<file path="src/rtl/isk_arb_if.sv">
// Reservation bus between the MERA-400 interface-switch arbiter and its
// four masters (CPU0, CPU1, spare slot, I/O bus). Bit i of every vector
// belongs to master i.
//
// Handshake: zg[i] is a level request, held high for as long as master i
// needs the bus; zw[i] is the grant. A grant stays up while zg[i] stays
// high (unless the hold watchdog revokes it); dropping zg[i] is the release.
// zz[i] tells master i that somebody else owns the bus.
interface isk_arb_if;
    logic [1:4] zg;
    logic [1:4] zw;
    logic [1:4] zz;
    logic [0:1] owner;
    logic       busy;
    logic       timeout_err;
    logic [1:0] dbg_state;

    // Requester side: drives requests, observes grants and status.
    modport master (
        output zg,
        input  zw, zz, owner, busy, timeout_err, dbg_state
    );

    // Arbiter side.
    modport slave (
        input  zg,
        output zw, zz, owner, busy, timeout_err, dbg_state
    );
endinterface

</file>
<file path="src/rtl/isk_arb.sv">
// Bus reservation arbiter for the MERA-400 system bus interface switch.
// Grants the bus to one master at a time, inserts a dead gap between owners
// so drivers can turn around, and optionally revokes a master that holds the
// bus for too long. All outputs are registered.
module isk_arb #(
    parameter logic        RR         = 1'b0,   // 0: fixed priority, 1: round-robin
    parameter logic [3:0]  GAP_CYCLES = 4'd1,   // idle cycles after a release
    parameter logic [15:0] TIMEOUT    = 16'd0   // max grant length, 0 = no watchdog
) (
    input  logic         clk_sys,
    input  logic         reset,
    isk_arb_if.slave     bus
);

    typedef enum logic [1:0] {
        S_IDLE  = 2'd0,
        S_GRANT = 2'd1,
        S_GAP   = 2'd2
    } state_t;

    state_t      state;
    logic [3:0]  req;        // req[k] = request of master k+1
    logic [3:0]  zw_q;
    logic [3:0]  zz_q;
    logic [1:0]  owner_q;
    logic        busy_q;
    logic        tmo_err_q;
    logic [3:0]  mask_q;     // masters revoked by the watchdog, not yet released
    logic [1:0]  rr_ptr;     // last winner, round-robin search starts after it
    logic [3:0]  gap_cnt;
    logic [15:0] hold_cnt;

    logic [3:0]  elig;
    logic        win_ok;
    logic [1:0]  win_idx;
    logic [1:0]  cand;
    logic        owner_req;
    logic        tmo_hit;

    // Internal vectors are little-endian 0..3; the bus uses master numbers 1..4.
    assign req = {bus.zg[4], bus.zg[3], bus.zg[2], bus.zg[1]};

    assign bus.zw          = {zw_q[0], zw_q[1], zw_q[2], zw_q[3]};
    assign bus.zz          = {zz_q[0], zz_q[1], zz_q[2], zz_q[3]};
    assign bus.owner       = owner_q;
    assign bus.busy        = busy_q;
    assign bus.timeout_err = tmo_err_q;
    assign bus.dbg_state   = state;

    // A master revoked by the watchdog must drop its request before it counts again.
    assign elig = req & ~mask_q;

    // The owner still wants the bus this cycle.
    assign owner_req = req[owner_q];

    // Watchdog fires on the edge where the hold counter would reach TIMEOUT.
    assign tmo_hit = (TIMEOUT != 16'd0) &&
                     (({1'b0, hold_cnt} + 17'd1) == {1'b0, TIMEOUT});

    // Winner search: fixed order 1..4, or pointer+1 .. pointer when round-robin.
    always_comb begin
        win_ok  = 1'b0;
        win_idx = 2'd0;
        cand    = 2'd0;
        for (int k = 0; k < 4; k++) begin
            cand = RR ? (rr_ptr + 2'(k + 1)) : 2'(k);
            if (!win_ok && elig[cand]) begin
                win_ok  = 1'b1;
                win_idx = cand;
            end
        end
    end

    // Arbiter FSM with all outputs, mask, pointer and counters registered.
    always_ff @(posedge clk_sys) begin
        if (reset) begin
            state     <= S_IDLE;
            zw_q      <= 4'd0;
            zz_q      <= 4'd0;
            owner_q   <= 2'd0;
            busy_q    <= 1'b0;
            tmo_err_q <= 1'b0;
            mask_q    <= 4'd0;
            rr_ptr    <= 2'd3;
            gap_cnt   <= 4'd0;
            hold_cnt  <= 16'd0;
        end else begin
            tmo_err_q <= 1'b0;
            // A low request always clears that master's mask bit.
            mask_q    <= mask_q & req;

            case (state)
                S_IDLE: begin
                    if (win_ok) begin
                        state    <= S_GRANT;
                        zw_q     <= 4'b0001 << win_idx;
                        zz_q     <= ~(4'b0001 << win_idx);
                        busy_q   <= 1'b1;
                        owner_q  <= win_idx;
                        rr_ptr   <= win_idx;
                        hold_cnt <= 16'd0;
                    end
                end

                S_GRANT: begin
                    // Other requests never preempt; only release or watchdog end a grant.
                    if (!owner_req || tmo_hit) begin
                        zw_q   <= 4'd0;
                        zz_q   <= 4'd0;
                        busy_q <= 1'b0;
                        // A release on the watchdog edge wins: no error, no mask.
                        if (owner_req) begin
                            tmo_err_q       <= 1'b1;
                            mask_q[owner_q] <= 1'b1;
                        end
                        if (GAP_CYCLES != 4'd0) begin
                            state   <= S_GAP;
                            gap_cnt <= GAP_CYCLES;
                        end else begin
                            state <= S_IDLE;
                        end
                    end else begin
                        hold_cnt <= hold_cnt + 16'd1;
                    end
                end

                S_GAP: begin
                    // Requests are ignored here and picked up again in IDLE.
                    if (gap_cnt <= 4'd1) begin
                        state   <= S_IDLE;
                        gap_cnt <= 4'd0;
                    end else begin
                        gap_cnt <= gap_cnt - 4'd1;
                    end
                end

                default: begin
                    state <= S_IDLE;
                    zw_q  <= 4'd0;
                    zz_q  <= 4'd0;
                    busy_q <= 1'b0;
                end
            endcase
        end
    end

    // Bus exclusivity: never more than one grant at a time.
    a_zw_onehot: assert property (@(posedge clk_sys) disable iff (reset) $onehot0(zw_q));

    // zz is exactly the complement of the grant while the bus is owned.
    a_zz_match: assert property (@(posedge clk_sys) disable iff (reset)
                                 (zz_q == (busy_q ? ~zw_q : 4'd0)));

endmodule

</file>
<file path="src/flat_wrapper.sv">
// flat-port wrapper written by rule: the top's interface ports become plain ports
module isk_arb_flat 
#(
    parameter logic        RR         = 1'b0,                                       
    parameter logic [3:0]  GAP_CYCLES = 4'd1,                                 
    parameter logic [15:0] TIMEOUT    = 16'd0                                       
)
  (clk_sys, reset, bus_zg, bus_zw, bus_zz, bus_owner, bus_busy, bus_timeout_err, bus_dbg_state);
  isk_arb_if bus_i ();
  input  logic clk_sys;
  input  logic reset;
  input wire logic [$bits(bus_i.zg)-1:0] bus_zg;
  output wire logic [$bits(bus_i.zw)-1:0] bus_zw;
  output wire logic [$bits(bus_i.zz)-1:0] bus_zz;
  output wire logic [$bits(bus_i.owner)-1:0] bus_owner;
  output wire logic [$bits(bus_i.busy)-1:0] bus_busy;
  output wire logic [$bits(bus_i.timeout_err)-1:0] bus_timeout_err;
  output wire logic [$bits(bus_i.dbg_state)-1:0] bus_dbg_state;
  assign bus_i.zg = bus_zg;
  assign bus_zw = bus_i.zw;
  assign bus_zz = bus_i.zz;
  assign bus_owner = bus_i.owner;
  assign bus_busy = bus_i.busy;
  assign bus_timeout_err = bus_i.timeout_err;
  assign bus_dbg_state = bus_i.dbg_state;
  isk_arb #(.RR(RR), .GAP_CYCLES(GAP_CYCLES), .TIMEOUT(TIMEOUT)) u_core (.clk_sys(clk_sys), .reset(reset), .bus(bus_i));
endmodule
</file>
<file path="config.mk">
export PLATFORM = sky130hd
export DESIGN_NAME = isk_arb_flat
export DESIGN_NICKNAME = d
export VERILOG_FILES = /design/src/rtl/isk_arb_if.sv /design/src/rtl/isk_arb.sv /design/src/flat_wrapper.sv
export SDC_FILE = /design/constraint.sdc
export NUM_CORES = 1
export LEC_CHECK = 0
export BUFFER_PORTS_ARGS = -buffer_cell sky130_fd_sc_hd__buf_4
export CORE_MARGIN = 2
export CORE_UTILIZATION = 54
export DETAILED_ROUTE_END_ITERATION = 10
export GPL_TIMING_DRIVEN = 0
export PLACE_DENSITY = 0.86
export SLEW_MARGIN = 20
export SYNTH_ARGS = -nofsm -noshare
export SYNTH_HDL_FRONTEND = slang
export SYNTH_SLANG_ARGS = --single-unit
</file>
<file path="constraint.sdc">
create_clock -name clk_sys -period 2.3 [get_ports clk_sys]
set_clock_uncertainty 0.15 [all_clocks]
set_input_delay 0.46 -clock clk_sys [delete_from_list [all_inputs] [get_ports clk_sys]]
set_output_delay 0.46 -clock clk_sys [all_outputs]
set_load 0.01 [all_outputs]
</file>
==> results.py <==
metrics = {
    "layout": {
        "final_cells": 180,
        "drive_gt1_share_pct": 18.3,
        "diodes": 0,
        "final_nets": 166,
        "finish.instance_area_um2": 1320,
        "final_cell_mix": "dfxtp_1, buf_4, nand2_1",
        "num-fill-cells": 183,
        "mostFrequentLayoutCell": "dfxtp_1",
        "area.growth.synth_to_final_pct": 17.3,
    },
    "yosys": {
        "yosys_warnings": 0,
        "synth_top_flop_cell": "dfxtp_1",
        "synthCells": 131,
        "synth.yosys.seq_area_share_pct": 37.3,
        "synth_fp_nets": 143,
        "cell_area_after_technology_mapping_um2": 1130,
        "synth_edf_count": 0,
        "ys_seq_elements": 21,
        "syn-mean-instance-area_um2": 8.61,
        "synth_cell_type_count": 41,
        "asyncSetResetFlopFracSynth_pct": 0,
    },
    "floorplan": {
        "placementRows": 16,
        "full_die_area_um2": 2470,
        "fp.coreArea_um2": 1960,
        "die-width_um": 49.7,
        "chipHeight_um": 49.7,
        "initial_core_util_pct": 57.5,
        "top_ports": 20,
    },
    "place": {
        "dp.final_hpwl_um": 2070,
        "port_buffers": 18,
        "gpl.final_weighted_congestion": 0.853,
        "placedCellCount": 176,
        "pre_cts_ws_ps": 334,
        "post_dp_cell_area_um2": 1300,
    },
    "drt": {
        "route.vias.total": 1118,
        "dr.first_iter.drc_count": 47,
        "vias_per_cell": 6.21,
        "route.met3.wl_um": 202,
        "firstDrtPassIters": 4,
        "drt-met1-wl_um": 1050,
        "route.detailed.drc": 0,
        "highest-signal-layer": "met4",
        "met2WireLength_um": 1400,
        "post_drt_wl_per_cell_um": 15.2,
        "wl_um": 2740,
        "ant_nets": 0,
    },
    "critical_path": {
        "cpMaxStageDelayCell": "o221ai_2",
        "timing.critical_path.from_type": "flop",
        "worstPathRequired_ps": 2350,
        "critPathLaunch": "u_core.bus.dbg_state[1]",
        "timing.critical_path.fanout_max": 10,
        "criticalPathCategory": "reg2reg",
        "crit_path_cell_trace": "inv_1 > ha_1 > nand2_1 > o221ai_2 > nor4_1 > a311o_1",
        "worstSetupEndpointType": "flop",
        "crit_path_max_incr_delay_ps": 500,
        "arrival_time_worst_endpoint_ps": 2040,
        "critical_path.reg2reg.startpoint": "u_core.bus.dbg_state[1]",
    },
    "sta": {
        "timing.final.ws_setup_ps": 305,
        "worst_pin_slew_ps": 536,
        "rsz0062_at_grt": "no",
        "timing.final.max_slew_violations": 0,
        "setup_viol_count_final": 0,
        "fmax_ghz": 0.501,
        "hold_viol": 0,
        "finalSetupTns_ps": 0,
        "fin_crit_ps": 1990,
        "timing.final.crit_share_pct": 86.7,
        "remaining_max_slew_budget_at_the_tightest_pin_pct": 64.3,
    },
    "clock_network": {
        "tritoncts_num_sinks": 21,
        "post-cts-setup-buffer-count": 0,
        "tritoncts_buffers": 3,
        "max-clock-path-buffers": 2,
        "cts_hold_repair.buffers": 0,
        "cts_root_buf": "clkbuf_4",
        "clkTransAtPathRegs_ps": 120,
        "post_cts.resized_instances": 0,
        "ctsHtreeMaxLevel": 1,
        "cts_tree": "built",
        "clock_insertion_delay_worst_skew_ps": 310,
    },
    "global_route": {
        "grt_antenna_before_repair": 0,
        "grt_pass1_vias": 1110,
        "grt.total_usage_pct": 23.6,
        "grt.overflow.total": 0,
        "grt_start_max_net_pins": 12,
        "grt_pass1_wl_um": 4530,
    },
    "status": {
        "status": "complete, no violations",
    },
    "power_and_ir_drop": {
        "p_total_w": 0.00148,
        "power_switching_share_pct": 42.8,
        "power.internal_w": 0.000848,
        "power.clock.fraction_pct": 12.1,
        "total_switching_power_w": 0.000634,
        "powerDensity_nw_per_um2": 1120,
        "power.ir.vdd_worst_v": 0.000639,
        "leakage_power_total_nw": 0.546,
        "p_seq_share_pct": 36.0,
        "comb_power_share_pct": 51.9,
    },
    "flow_run": {
        "cap_violations": 0,
    },
    "hold_path": {
        "hp-start": "bus_zg[1]",
        "hold_crit_path_type": "in2reg",
    },
}
## registers in the layout (all words and copies together), names as in the netlist
| signal | cells |
|---|---|
| u_core.mask_q | 4 |
| u_core.bus.busy | 1 |
| u_core.bus.owner | 2 |
| u_core.zz_q | 4 |
| u_core.zw_q | 4 |
| u_core.bus.dbg_state | 2 |
| u_core.gap_cnt | 4 |
## critical path: cells and delay by family, from the launching register on
family	cells	cell delay, ps
adder cells (fa/ha/maj)	1	190
flip-flops	1	350
buffers and inverters	1	110
AND/OR/NAND/NOR	2	260
AO/OA/AOI/OAI	2	840
## Yosys cell counts, types with 2 or more instances
library cell	n	area share, %
a211oi_1	3	2.0
a21oi_1	8	3.6
clkbuf_1	5	1.7
dfxtp_1	21	37
ha_1	6	6.7
inv_1	7	2.3
mux2i_2	2	2.4
nand2_1	16	5.3
nand2b_1	7	3.9
nand3_1	3	1.3
nand4_1	2	1.1
nor2_1	8	2.7
nor3_1	6	2.7
nor4_1	2	1.1
o21ai_0	2	0.89
o221ai_1	2	1.6
o221ai_2	2	2.7
o31a_1	3	2.3
o32ai_1	2	1.6
or3_1	3	1.7
## worst paths after layout
check / endpoint / slack (ps) / depth (start not counted)
max reg2reg: u_core.zw_q[2] / 310 / 6
min: u_core.mask_q[2] / 240 / 3
max: u_core.zw_q[2] / 310 / 6
min reg2reg: u_core.mask_q[2] / 300 / 2
## layout make-up
cell class              instances  area, um2  share of cell area, %
inverters                       8       30.0                   2.27
multi-input cells              96        651                   49.2
plain buffers                   6       26.3                   1.99
repair buffers                 18        135                   10.2
clock buffers                   4       26.3                   1.99
well taps                      27       33.8                   2.55
flip-flops and latches         21        420                   31.8
## power groups by stage
stage | registers [W] | logic [W] | clock network [W]
2_1_floorplan | 0.000566 | 0.000466 | 0
4_1_cts | 0.000531 | 0.000760 | 0.000181
3_3_place_gp | 0.000533 | 0.000718 | 0
3_5_place_dp | 0.000539 | 0.000756 | 0
6_report | 0.000534 | 0.000769 | 0.000179
5_1_grt | 0.000543 | 0.000837 | 0.000194
## through the flow
stage | hold WS [ps] | utilization, %
2_1_floorplan | 261 | -
3_3_place_gp | 272 | 66.1
3_5_place_dp | 283 | 66.1
4_1_cts | 238 | 67.4
5_1_grt | 254 | 67.4
6_report | 236 | 67.4
## routing by layer
metal / track usage, % / vias to the layer above
met5: 0 / -
met4: 19.0 / 0
met3: 3.33 / 14
met2: 38.7 / 60
met1: 27.3 / 519
li1: - / 525
## kinds of logic after synthesis
kind of cell,share of synthesized area [%]
AND/OR/NAND/NOR,24.8
AO/OA/AOI/OAI,22.6
flip-flops,37.3
buffers and inverters,4.99
adder cells (fa/ha/maj),6.66
multiplexers,3.33
other,0.333
Note: power is estimated with default switching activity, not from simulation.
